`config.mk`:
```
export PLATFORM = sky130hd
export DESIGN_NAME = normalizer_flat
export DESIGN_NICKNAME = d
export VERILOG_FILES = /design/src/rtl/normalizer_if.sv /design/src/rtl/normalizer.sv /design/src/flat_wrapper.sv
export SDC_FILE = /design/constraint.sdc
export NUM_CORES = 1
export LEC_CHECK = 0
export BUFFER_PORTS_ARGS = -buffer_cell sky130_fd_sc_hd__buf_2
export CAP_MARGIN = 5
export CORE_MARGIN = 2
export CORE_UTILIZATION = 40
export CTS_CLUSTER_SIZE = 24
export DETAILED_ROUTE_END_ITERATION = 8
export GPL_TIMING_DRIVEN = 0
export PLACE_DENSITY = 0.61
export SLEW_MARGIN = 0
export SYNTH_ARGS = -nofsm -noshare
export SYNTH_HDL_FRONTEND = slang
export SYNTH_SLANG_ARGS = --single-unit
```
`constraint.sdc`:
```
create_clock -name clk -period 4.07 [get_ports clk]
set_clock_uncertainty 0.05 [all_clocks]
set_input_delay 0 -clock clk [delete_from_list [all_inputs] [get_ports clk]]
set_output_delay 0 -clock clk [all_outputs]
set_load 0.03 [all_outputs]
```
`src/rtl/normalizer_if.sv`:
```
// Handshake bundle for the normalizer: operand in, normalized result out.
// Both sides use valid/ready. A beat transfers on a rising edge where valid and ready are both 1.
// The payload is held steady while valid is 1 and ready is 0.
interface normalizer_if #(
    parameter int MANTISSA = 11,
    parameter int EXPONENT = 5
);
    logic                in_valid;
    logic                in_ready;
    logic [MANTISSA:0]   in_sum;
    logic [EXPONENT-1:0] in_exp;
    logic                out_valid;
    logic                out_ready;
    logic                out_sign;
    logic [MANTISSA-1:0] out_mantissa;
    logic [EXPONENT-1:0] out_exp;
    logic                out_zero;
    logic                out_overflow;
    logic                out_underflow;

    modport master (
        output in_valid, in_sum, in_exp, out_ready,
        input  in_ready, out_valid, out_sign, out_mantissa, out_exp,
               out_zero, out_overflow, out_underflow
    );

    modport slave (
        input  in_valid, in_sum, in_exp, out_ready,
        output in_ready, out_valid, out_sign, out_mantissa, out_exp,
               out_zero, out_overflow, out_underflow
    );
endinterface

```
`src/rtl/normalizer.sv`:
```
// Normalizes a two's-complement aligned mantissa sum to sign/magnitude with the hidden bit at the MSB.
// Uses one right shift or a sequence of single-bit left shifts, and adjusts the exponent.
module normalizer #(
    parameter int MANTISSA = 11,
    parameter int EXPONENT = 5
) (
    input  logic        clk,
    input  logic        rstn,
    normalizer_if.slave bus,
    output logic [1:0]  dbg_state
);
    typedef enum logic [1:0] {IDLE, ALIGN, SHIFT, DONE} state_e;

    localparam logic [EXPONENT-1:0] EXP_MAX = '1;
    localparam logic [EXPONENT-1:0] EXP_ONE = {{(EXPONENT-1){1'b0}}, 1'b1};
    localparam logic [MANTISSA:0]   MAG_ONE = {{MANTISSA{1'b0}}, 1'b1};

    state_e              state_q, state_d;
    logic                sign_q, sign_d;
    logic [MANTISSA:0]   mag_q, mag_d;
    logic [EXPONENT-1:0] exp_q, exp_d;
    logic                zero_q, zero_d;
    logic                ovf_q, ovf_d;
    logic                unf_q, unf_d;
    logic [MANTISSA:0]   shl_mag;
    logic [EXPONENT-1:0] dec_exp;

    always_comb begin
        state_d = state_q;
        sign_d  = sign_q;
        mag_d   = mag_q;
        exp_d   = exp_q;
        zero_d  = zero_q;
        ovf_d   = ovf_q;
        unf_d   = unf_q;
        shl_mag = {mag_q[MANTISSA-1:0], 1'b0};
        dec_exp = exp_q - EXP_ONE;

        case (state_q)
            IDLE: begin
                if (bus.in_valid) begin
                    // The most negative sum becomes 2^MANTISSA, which is why mag is one bit wider
                    sign_d  = bus.in_sum[MANTISSA];
                    mag_d   = bus.in_sum[MANTISSA] ? (~bus.in_sum + MAG_ONE) : bus.in_sum;
                    exp_d   = bus.in_exp;
                    zero_d  = 1'b0;
                    ovf_d   = 1'b0;
                    unf_d   = 1'b0;
                    state_d = ALIGN;
                end
            end
            ALIGN: begin
                state_d = DONE;
                if (mag_q == '0) begin
                    zero_d = 1'b1;
                    sign_d = 1'b0;
                    exp_d  = '0;
                end else if (mag_q[MANTISSA]) begin
                    if (exp_q != EXP_MAX) begin
                        mag_d = mag_q >> 1;
                        exp_d = exp_q + EXP_ONE;
                    end else begin
                        ovf_d = 1'b1;
                        mag_d = {1'b0, {MANTISSA{1'b1}}};
                    end
                end else if (!mag_q[MANTISSA-1]) begin
                    if (exp_q == '0) begin
                        unf_d = 1'b1;
                    end else begin
                        state_d = SHIFT;
                    end
                end
            end
            SHIFT: begin
                mag_d = shl_mag;
                exp_d = dec_exp;
                // A new hidden bit wins over reaching exponent zero on the same step
                if (shl_mag[MANTISSA-1]) begin
                    state_d = DONE;
                end else if (dec_exp == '0) begin
                    unf_d   = 1'b1;
                    state_d = DONE;
                end
            end
            DONE: begin
                if (bus.out_ready) begin
                    state_d = IDLE;
                end
            end
            default: state_d = IDLE;
        endcase
    end

    always_ff @(posedge clk) begin
        if (!rstn) begin
            state_q <= IDLE;
            sign_q  <= 1'b0;
            mag_q   <= '0;
            exp_q   <= '0;
            zero_q  <= 1'b0;
            ovf_q   <= 1'b0;
            unf_q   <= 1'b0;
        end else begin
            state_q <= state_d;
            sign_q  <= sign_d;
            mag_q   <= mag_d;
            exp_q   <= exp_d;
            zero_q  <= zero_d;
            ovf_q   <= ovf_d;
            unf_q   <= unf_d;
        end
    end

    assign bus.in_ready      = (state_q == IDLE) && rstn;
    assign bus.out_valid     = (state_q == DONE);
    assign bus.out_sign      = sign_q;
    assign bus.out_mantissa  = mag_q[MANTISSA-1:0];
    assign bus.out_exp       = exp_q;
    assign bus.out_zero      = zero_q;
    assign bus.out_overflow  = ovf_q;
    assign bus.out_underflow = unf_q;
    assign dbg_state         = state_q;
endmodule

```
`src/flat_wrapper.sv`:
```
// flat-port wrapper written by rule: the top's interface ports become plain ports
module normalizer_flat 
#(
    parameter int MANTISSA = 11,
    parameter int EXPONENT = 5
)
  (clk, rstn, dbg_state, bus_in_valid, bus_in_sum, bus_in_exp, bus_out_ready, bus_in_ready, bus_out_valid, bus_out_sign, bus_out_mantissa, bus_out_exp, bus_out_zero, bus_out_overflow, bus_out_underflow);
  normalizer_if #(.MANTISSA(MANTISSA), .EXPONENT(EXPONENT)) bus_i ();
  input  logic clk;
  input  logic rstn;
  output logic [1:0] dbg_state;
  input wire logic [$bits(bus_i.in_valid)-1:0] bus_in_valid;
  input wire logic [$bits(bus_i.in_sum)-1:0] bus_in_sum;
  input wire logic [$bits(bus_i.in_exp)-1:0] bus_in_exp;
  input wire logic [$bits(bus_i.out_ready)-1:0] bus_out_ready;
  output wire logic [$bits(bus_i.in_ready)-1:0] bus_in_ready;
  output wire logic [$bits(bus_i.out_valid)-1:0] bus_out_valid;
  output wire logic [$bits(bus_i.out_sign)-1:0] bus_out_sign;
  output wire logic [$bits(bus_i.out_mantissa)-1:0] bus_out_mantissa;
  output wire logic [$bits(bus_i.out_exp)-1:0] bus_out_exp;
  output wire logic [$bits(bus_i.out_zero)-1:0] bus_out_zero;
  output wire logic [$bits(bus_i.out_overflow)-1:0] bus_out_overflow;
  output wire logic [$bits(bus_i.out_underflow)-1:0] bus_out_underflow;
  assign bus_i.in_valid = bus_in_valid;
  assign bus_i.in_sum = bus_in_sum;
  assign bus_i.in_exp = bus_in_exp;
  assign bus_i.out_ready = bus_out_ready;
  assign bus_in_ready = bus_i.in_ready;
  assign bus_out_valid = bus_i.out_valid;
  assign bus_out_sign = bus_i.out_sign;
  assign bus_out_mantissa = bus_i.out_mantissa;
  assign bus_out_exp = bus_i.out_exp;
  assign bus_out_zero = bus_i.out_zero;
  assign bus_out_overflow = bus_i.out_overflow;
  assign bus_out_underflow = bus_i.out_underflow;
  normalizer #(.MANTISSA(MANTISSA), .EXPONENT(EXPONENT)) u_core (.clk(clk), .rstn(rstn), .bus(bus_i), .dbg_state(dbg_state));
endmodule
```
After elaboration in Yosys (flattened, before gate mapping)
Index checks and enable logic that the tools add are counted.

operators by class
  add/subtract/negate cells = 3
  equality and inequality tests = 18
  muxes and demuxes = 37
  bitwise logic cells = 1
  reduce and logical (&&, ||, !) cells = 14

operator list
  cell                     number
  $mux W12                 4
  $pmux W12 S3             1
  $mux W5                  4
  $pmux W5 S3              1
  $mux W1                  14
  $mux W2                  7
  $ne A2 B2 Y1 const B     7
  $add A12 B1 Y12 const B  1
  $logic_not A12 Y1        1
  $not A12 Y12             1
  $logic_not A5 Y1         2
  $mux W10                 1
  $ne A3 B1 Y1 const B     3
  $reduce_and A3 Y1        3
  $ne A2 B1 Y1 const B     4
  $pmux W2 S4              1
  $reduce_and A4 Y1        2
  $reduce_and A8 Y1        1
  $pmux W1 S2              3
  $add A5 B1 Y5 const B    1
  $ne A5 B5 Y1 const B     1
  $reduce_and A5 Y1        1
  $sub A5 B1 Y5 const B    1
  $eq A2 B2 Y1 const B     2
  other kinds (6)          6

word-level totals
  bits in registers = 23
  bits of input ports = 21
  output and inout port bits = 24
  word-level logic and storage cells = 81

Longest topological paths before layout
Gate-level depths: netlist (run 1).

  word-level depth = 6
  mapped depth = 9
  mapped depth without buffers = 7

Worst setup path after synthesis (run 1)
OpenSTA, ideal clock, no wires.

  path type = reg-to-reg
  start point = reg u_core.exp_q[0] (netlist: u_core.bus.out_exp[0])
  end point = reg u_core.unf_q (netlist: u_core.bus.out_underflow)
  setup time = 0.072 ns
  data arrival time = 1.892 ns
  data required time = 3.948 ns
  slack = 2.056 ns
  cell stages (with the launch flop) = 7
  buffers on the path = 0
  period minus slack after synthesis = 2.014 ns
  cell sequence = dfxtp_1 -> inv_1 -> ha_1 -> or4b_2 -> o31ai_1 -> and4b_1 -> mux2i_1

on the way
  cells in the longest elaborated chain, start to end = 4
  elaborated cells between the ends (all ways) = 6
  those cells by class = add/sub: 1; eq/ne: 2; reduce/logical: 3

ends and longest elaborated chain
  item                                    RTL line           source
  start, declared                         normalizer.sv:21   logic [EXPONENT-1:0] exp_q, exp_d;
  start signal, assigned                  normalizer.sv:107  exp_q <= exp_d;
  $sub A5 B1 Y5                           normalizer.sv:37   dec_exp = exp_q - EXP_ONE;
  $logic_not A5 Y1                        normalizer.sv:80   end else if (dec_exp == '0) begin
  $ne A2 B1 Y1 (no source line)           --
  $reduce_and A8 Y1 (no source line) (*)  --
  end signal, assigned                    normalizer.sv:110  unf_q <= unf_d;
  end, declared                           normalizer.sv:24   logic unf_q, unf_d;

Every way passes the cells marked *; elsewhere a longest branch is shown, timed or not.
A chain may end at the register's enable or synchronous reset.

Worst setup path after layout (run 1)
  start point = reg u_core.exp_q[2] (netlist: u_core.bus.out_exp[2])
  end point = reg u_core.mag_q[4]

on the way
  cells in the longest elaborated chain, start to end = 5

ends and longest elaborated chain
  item                  RTL line           source
  $ne A5 B5 Y1          normalizer.sv:59   if (exp_q != EXP_MAX) begin
  $mux W10              normalizer.sv:59
  $mux W12              normalizer.sv:58   end else if (mag_q[MANTISSA]) begin
  $mux W12              normalizer.sv:54   if (mag_q == '0) begin
  $pmux W12 S3          normalizer.sv:39   case (state_q)
  end signal, assigned  normalizer.sv:106  mag_q <= mag_d;
  end, declared         normalizer.sv:20   logic [MANTISSA:0] mag_q, mag_d;

No other way between the ends. The select of a mux whose other input is x is not followed.

==> impl_results.md, run 1 <==
* Status: completed
* Post-route ant nets at 0
* Met3 global-route usage at 2.36%
* Mux cell area share after synthesis at 2.15%
* Simple-Gate Fraction of Synth Area at 22.8%
* WS Path Type: flip-flop to flip-flop
* Total power at 1.79 mW
* Logic pwr share at 68.2%
* Fill count at 465
* I/O pin cnt at 45
* Core Area at 4410 um2
* Vias at 1961
* Setup TNS at 0 ps
* Synth top area share at 24.7%
* EDFF count, synth at 0
* Relative slew slack at 50.6%
* Total global routing overflow at 0
* GR Layer Usage met1 at 26.2%
* Routed wire per std cell at 14.7 um
* RSZ-0062 raised after global routing: no
* Drt first pass iters at 4
* Number of I/O port buffers at 44
* Final WL at 5160 um
* Starting Density at 42.2%
* Height of the die at 72.2 um
* Max VDD drop at 0.272 mV
* RR Startpoint: u_core.bus.out_exp[2]$_SDFFE_PN0P_
* Mapped Cells at 251
* Post-CTS Setup Bufs at 0
* Synth top area cells: dfxtp_1, o21ai_0, ha_1
* Worst hold start: rstn
* Slew @ Worst Pin at 734 ps
* Worst Hold Class: primary input to flip-flop
* Required time of the worst setup path at 4230 ps
* TritonCTS clock tree: built
* Rows at 24
* Die X-Extent at 72.2 um
* Commonest non-fill, non-tap cell in the layout: buf_2
* Mapped Area at 1860 um2
* Clock power frac at 8.3%
* First-pass GRT wire length at 8600 um
* CTS root buffer: clkbuf_8
* Xor and xnor area share after synthesis at 5.64%
* Top_reg_cell synth: dfxtp_1
* Clk_lat worst skew at 270 ps
* Fmax at 0.458 GHz
* Final GP Congestion at 0.824
* NetSw at 0.947 mW
* Largest net degree at the start of global routing at 13
* Syn nets at 282
* Final net count at 331
* Net Sw Frac at 53.0%
* Ant. Diodes at 0
* DP HPWL at 3920 um
* Pwr/cell area at 815 nW/um2
* Initial antenna violation count at 0
* CTS Hold Bufs at 0
* Synthesis warning total at 0
* Internal power at 0.839 mW
* LEAKAGE at 0.936 nW
* Flop pwr share at 23.5%
* Avg Cell Area, Syn at 7.42 um2
* Final Cycle Share at 53.7%
* Clock sink count at 23
* Initial drt markers at 96
* Remaining DRCs at 0
* Share of layout cells above drive strength 1 at 21.4%
* Clk buf depth at 2
* Endpoint type of the worst setup path: flip-flop
* Global Route Usage Sum at 20.6%
* Seq/Total Area, Yosys at 24.7%
* Max-cap violations at 0
* Die area at 5220 um2
* Compound-Gate Fraction of Synth Area at 27.5%
* Fin. max-slew vios at 0
* GRT met2 Usage at 36.5%
* Via/cell ratio at 5.59
* Synthesized flop and latch total at 23
* Clk slew on worst S/H paths at 90 ps
* Worst endpoint data arrival time at 2340 ps
* GRT busiest layer: met2
* Synth area leader: dfxtp_1
* CP Max Fanout at 10
* Min Tclk post-route at 2190 ps
* Post-synthesis async set-or-reset flop share at 0%
* Post-CTS sizing at 0
* Cts bufs inserted at 3
* Yosys cell types at 47
* P&R area growth vs syn at 17.7%
* Most frequent cells in the layout: buf_2, nand2_1, o21ai_0
* Largest family of logic cells by synthesized area: compound AO/OA/AOI/OAI gates
* Endpoints failing setup at 0
* Final Hold Vio Count at 0
* CP startpoint kind: flip-flop
* Number of global-route vias before repair at 1844
* Adder-Cell Fraction of Synth Area at 6.72%
* Critical Path Start: u_core.bus.out_exp[2]$_SDFFE_PN0P_
* H-tree Lvls at 1
-- logic make-up (layout without fill, tap and decap cells) --
family / Yosys count / after routing
DFF: 23 / 23
buffers and inverters: 39 / 87
AOI/OAI and AO/OA: 82 / 82
xor gates and xnor gates: 12 / 12
muxes: 4 / 4
and+or+nand+nor: 81 / 81
adders and majority gates: 10 / 10
-- cells in the mapped netlist (all sizes together), types with 3 or more instances --
cell,count
nand2,28
o21ai,28
dfxtp,23
a21oi,18
nand3,16
clkbuf,14
buf,13
inv,12
ha,10
o211ai,8
a31oi,7
nand2b,6
nor3,6
o31ai,6
xnor2,6
xor2,6
nor2,5
mux2i,4
a221oi,3
o41ai,3
or4,3
-- per-stage QoR --
stage / util (%) / worst slack, ps / area (um2) / std cells / hold WS, ps
6_report: 49.7 / 1880 / 2190 / 351 / 16.8
3_5_place_dp: 48.7 / 1890 / 2150 / 347 / 294
3_3_place_gp: 48.7 / 1930 / 2150 / 347 / 290
4_1_cts: 49.7 / 1870 / 2190 / 351 / 10.8
5_1_grt: 49.7 / 1620 / 2190 / 351 / 37.5
2_1_floorplan: - / 2060 / 1860 / 251 / 111
-- worst max-delay path, cell delays in order (launching register included) --
cell and delay [ps]:
dfxtp_1 320, clkbuf_1 360, and3_1 240, ha_1 190, clkbuf_1 350, o21ai_0 130, a31oi_1 220, o21ai_0 120
a21oi_1 140
-- layer usage --
| layer | wire length (um) | vias up |
|---|---|---|
| met4 | 44 | 0 |
| met2 | 2430 | 52 |
| met3 | 233 | 4 |
| met1 | 2450 | 907 |
| li1 | - | 998 |
| met5 | 0 | - |
-- power by group through the flow --
stage / combinational (mW) / sequential [mW] / clock, mW
final: 1.22 / 0.420 / 0.149
after floorplan: 0.876 / 0.448 / 0
after CTS: 1.22 / 0.420 / 0.150
after detailed placement: 1.21 / 0.426 / 0
after global routing: 1.35 / 0.435 / 0.161
after global placement: 1.20 / 0.426 / 0
-- layout make-up --
cell class / instances / area [um2] / area share (%)
buffer: 27 / 150 / 6.85
clock buffer: 4 / 45.0 / 2.05
inverter: 12 / 45.0 / 2.05
multi-input combinational: 189 / 1210 / 55.0
sequential: 23 / 460 / 21.0
tap: 52 / 65.1 / 2.97
timing repair buffer: 44 / 220 / 10.0
-- flip-flops by register name, summed over array words and instances, names as in the netlist --
| signal | cells |
|---|---|
| u_core.bus.out_overflow | 1 |
| u_core.mag_q | 12 |
| u_core.bus.out_zero | 1 |
| u_core.bus.out_exp | 5 |
| u_core.bus.out_sign | 1 |
| u_core.dbg_state | 2 |
| u_core.bus.out_underflow | 1 |
-- path summary, 6_finish.rpt --
kind	slack, ps	end	cells after the start
min reg2reg	410	u_core.bus.out_underflow$_SDFFE_PN0P_	2
max	1880	u_core.mag_q[4]$_SDFFE_PN0P_	8
max reg2reg	1880	u_core.mag_q[4]$_SDFFE_PN0P_	8
min	20	u_core.bus.out_exp[2]$_SDFFE_PN0P_	3
(Power assumes the default switching activity.)
==> inputs of run 2 (changes only) <==
--- a/config.mk
+++ b/config.mk
@@ -5,6 +5,7 @@
 export SDC_FILE = /design/constraint.sdc
 export NUM_CORES = 1
 export LEC_CHECK = 0
+export ABC_AREA = 1
 export BUFFER_PORTS_ARGS = -buffer_cell sky130_fd_sc_hd__buf_2
 export CAP_MARGIN = 5
 export CORE_MARGIN = 2
@@ -12,7 +13,7 @@
 export CTS_CLUSTER_SIZE = 24
 export DETAILED_ROUTE_END_ITERATION = 8
 export GPL_TIMING_DRIVEN = 0
-export PLACE_DENSITY = 0.61
+export PLACE_DENSITY = 0.6
 export SLEW_MARGIN = 0
 export SYNTH_ARGS = -nofsm -noshare
 export SYNTH_HDL_FRONTEND = slang
==> constraint.sdc (replaced) <==
create_clock -name clk -period 2.3 [get_ports clk]
set_clock_uncertainty 0.05 [all_clocks]
set_input_delay 0 -clock clk [delete_from_list [all_inputs] [get_ports clk]]
set_output_delay 0 -clock clk [all_outputs]
set_load 0.03 [all_outputs]
==> run 2 against run 1 <==
Via count increased by 15%. Cell count increased by 30%. Area after synthesis increased by 11%. Die area increased by 10%. Routed wire length increased by 9.5%. Register-to-register slack got worse by 1700 ps. Highest routed layer unchanged. Worst setup slack got worse by 1700 ps. Global-route usage decreased by 0.36 points. Non-clock buffer count increased by 1.
==> impl_results.md, run 2 <==
* Post-synthesis async set-or-reset flop share at 0% (unchanged)
* Share of layout cells above drive strength 1 at 23.1% (was 21.4%)
* Most frequent cells in the layout: nand2_1, buf_2, inv_1 (was buf_2, nand2_1, o21ai_0)
* Ant. Diodes at 0 (unchanged)
* Relative slew slack at 62.2% (was 50.6%)
* Reg2reg setup slack at 230 ps (was 1880 ps)
* DP HPWL at 4220 um (was 3920 um)
* CTS Hold Bufs at 6 (was 0)
* Clk buf depth at 2 (unchanged)
* First-pass GRT wire length at 8920 um (was 8600 um)
* Synth top area cells: dfxtp_1, nand2_1, nand3_1 (was dfxtp_1, o21ai_0, ha_1)
* Area post-placement at 2370 um2 (was 2150 um2)
* Final Cycle Share at 90.0% (was 53.7%)
* Routed wire per std cell at 12.4 um (was 14.7 um)
* Synthesis warning total at 0 (unchanged)
* Area of the multi-input gates at 1270 um2 (was 1210 um2)
* Post-CTS Setup Bufs at 0 (unchanged)
* Number of I/O port buffers at 43 (was 44)
* Final WL at 5660 um (was 5160 um)
* Height of the die at 75.9 um (was 72.2 um)
* Avg Cell Area, Syn at 6.21 um2 (was 7.42 um2)
* Critical Path Start: u_core.dbg_state[0]$_SDFFE_PN0P_ (was u_core.bus.out_exp[2]$_SDFFE_PN0P_)
* Required time of the worst setup path at 2420 ps (was 4230 ps)
* Commonest cells in the netlist: nand2_1, inv_1, nor2_1 (was nand2_1, o21ai_0, dfxtp_1)
* Most common cell in the netlist: nand2_1
* Remaining DRCs at 0 (unchanged)
* Max VDD drop at 0.425 mV (was 0.272 mV)
* Max-cap violations at 0 (unchanged)
* Number of global-route vias before repair at 1918 (was 1844)
* CP startpoint kind: flip-flop (unchanged)
* Mapped Area at 2070 um2 (was 1860 um2)
* Cts bufs inserted at 3 (unchanged)
* Hold depth at 4 (was 3)
* Worst hold start: bus_in_sum[7] (was rstn)
* RR Startpoint: u_core.dbg_state[0]$_SDFFE_PN0P_ (was u_core.bus.out_exp[2]$_SDFFE_PN0P_)
* Yosys cell types at 34 (was 47)
* Worst endpoint data arrival time at 2190 ps (was 2340 ps)
* Global Route Usage Sum at 20.3% (was 20.6%)
* I/O pin cnt at 45 (unchanged)
* Drt first pass iters at 4 (unchanged)
* Seq/Total Area, Yosys at 22.3% (was 24.7%)
* Min Tclk post-route at 2070 ps (was 2190 ps)
* Via/cell ratio at 4.94 (was 5.59)
* H-tree Lvls at 1 (unchanged)
* Synth top area share at 22.3% (was 24.7%)
* Final Cell Area at 2480 um2 (was 2190 um2)
* Commonest non-fill, non-tap cell in the layout: nand2_1 (was buf_2)
* Final GP Congestion at 0.853 (was 0.824)
* Status: completed (unchanged)
* Synthesized flop and latch total at 23 (unchanged)
* Clk slew on worst S/H paths at 100 ps (was 90 ps)
* Die area at 5760 um2 (was 5220 um2)
* LEAKAGE at 1.30 nW (was 0.936 nW)
* CTS root buffer: clkbuf_8 (unchanged)
* Endpoint type of the worst setup path: flip-flop (unchanged)
* Setup TNS at 0 ps (unchanged)
* Synth area leader: dfxtp_1 (unchanged)
* Endpoints failing setup at 0 (unchanged)
* Fill count at 554 (was 465)
* Die X-Extent at 75.9 um (was 72.2 um)
* Fmax at 0.483 GHz (was 0.458 GHz)
* Clock sink count at 23 (unchanged)
* Initial antenna violation count at 0 (unchanged)
* RSZ-0062 raised after global routing: no (unchanged)
* TritonCTS clock tree: built (unchanged)
* EDFF count, synth at 0 (unchanged)
* Final net count at 418 (was 331)
* CP Max Fanout at 10 (unchanged)
* Largest net degree at the start of global routing at 14 (was 13)
* Initial drt markers at 99 (was 96)
* Core Area at 5040 um2 (was 4410 um2)
* Reg with most FFs: u_core.mag_q (unchanged)
* WS Path Type: flip-flop to flip-flop (unchanged)
* Top_reg_cell synth: dfxtp_1 (unchanged)
* Largest register FFs at 12 (unchanged)
* Post-CTS sizing at 0 (unchanged)
* Starting Density at 41.0% (was 42.2%)
* R2r endpoint: u_core.mag_q[0]$_SDFFE_PN0P_ (was u_core.mag_q[4]$_SDFFE_PN0P_)
* Mapped Cells at 333 (was 251)
* Register area at 460 um2 (unchanged)
* Fin. max-slew vios at 0 (unchanged)
* Hold Crit Endpoint: u_core.mag_q[7]$_SDFFE_PN0P_ (was u_core.bus.out_exp[2]$_SDFFE_PN0P_)
* Pwr/cell area at 1340 nW/um2 (was 815 nW/um2)
* FF-to-FF path depth at 7 (was 8)
* Post-route ant nets at 0 (unchanged)
* Rows at 26 (was 24)
* Vias at 2252 (was 1961)
* Clk_lat worst skew at 280 ps (was 270 ps)
* Worst Hold Class: primary input to flip-flop (unchanged)
* Slew @ Worst Pin at 567 ps (was 734 ps)
* Total global routing overflow at 0 (unchanged)
* Syn nets at 364 (was 282)
* P&R area growth vs syn at 19.8% (was 17.7%)
* Final Hold Vio Count at 0 (unchanged)
run 2: cell count changes after synthesis, sizes merged, moves of 10 or more:
| cell | before | now |
|---|---|---|
| nor2 | 5 | 42 |
| nand3 | 16 | 35 |
| clkbuf | 14 | 4 |
| inv | 12 | 43 |
| nand2 | 28 | 81 |
| a21oi | 18 | 28 |
run 2: how the worst max path moves through the flow:
| stage | end | slack (ps) | cells past startpoint |
|---|---|---|---|
| 6_report | u_core.mag_q[0]$_SDFFE_PN0P_ | 230 | 7 |
| 5_1_grt | u_core.mag_q[1]$_SDFFE_PN0P_ | 80 | 7 |
| 4_1_cts | u_core.mag_q[0]$_SDFFE_PN0P_ | 230 | 7 |
| 3_5_place_dp | u_core.mag_q[0]$_SDFFE_PN0P_ | 240 | 7 |
| 3_3_place_gp | u_core.mag_q[0]$_SDFFE_PN0P_ | 230 | 7 |
| 2_1_floorplan | u_core.bus.out_exp[2]$_SDFFE_PN0P_ | 420 | 6 |
run 2: layer usage:
layer / track usage (%) / up-vias / share of wire [%]
met5: 0 / - / 0
met4: 6.82 / 0 / 1.3
met3: 1.98 / 7 / 3.8
met2: 34.2 / 62 / 48
met1: 26.9 / 1017 / 47
li1: - / 1166 / -
run 2: area by class of cell:
type | count | share of cell area [%]
multi-input combinational | 243 | 51.5
sequential | 23 | 18.6
timing repair buffer | 49 | 11.1
inverter | 44 | 6.97
buffer | 23 | 6.42
tap | 70 | 3.54
clock buffer | 3 | 1.67
clock inverter | 1 | 0.202
run 2: logic make-up (layout without fill, tap and decap cells):
| kind of cell | Yosys count | in the layout | synth area share [%] |
|---|---|---|---|
| adder cells (fa/ha/maj) | 10 | 10 | 6.05 |
| AO/OA/AOI/OAI | 63 | 63 | 17.4 |
| AND/OR/NAND/NOR | 166 | 166 | 36.6 |
| flip-flops | 23 | 23 | 22.3 |
| XOR/XNOR | 4 | 4 | 1.70 |
| buffers and inverters | 67 | 120 | 16.0 |
run 2: power breakdown:
group	leakage, nW	switching [mW]	total [mW]	internal (mW)
clock	0.0255	0.158	0.279	0.122
combinational	1.09	1.50	2.32	0.818
sequential	0.190	0.171	0.713	0.542
run 2: metrics by stage:
stage                     setup WS (ps)  utilization, %  hold slack, ps  instances  power (mW)
after floorplan                     421               -             121        333        2.49
final                               230            49.1            21.4        456        3.31
after detailed placement            238            47.0             261        446        3.03
after global placement              227            47.0             258        446        3.03
after CTS                           228            49.1            18.4        456        3.31
after global routing               77.3            49.1            46.3        456        3.62
run 2: worst max-delay path, stage by stage (launching register included):
cell,delay (ps)
dfxtp_1,430
inv_1,120
ha_1,380
inv_1,210
clkbuf_1,440
o21ai_0,170
nand2_1,90
a21oi_1,50
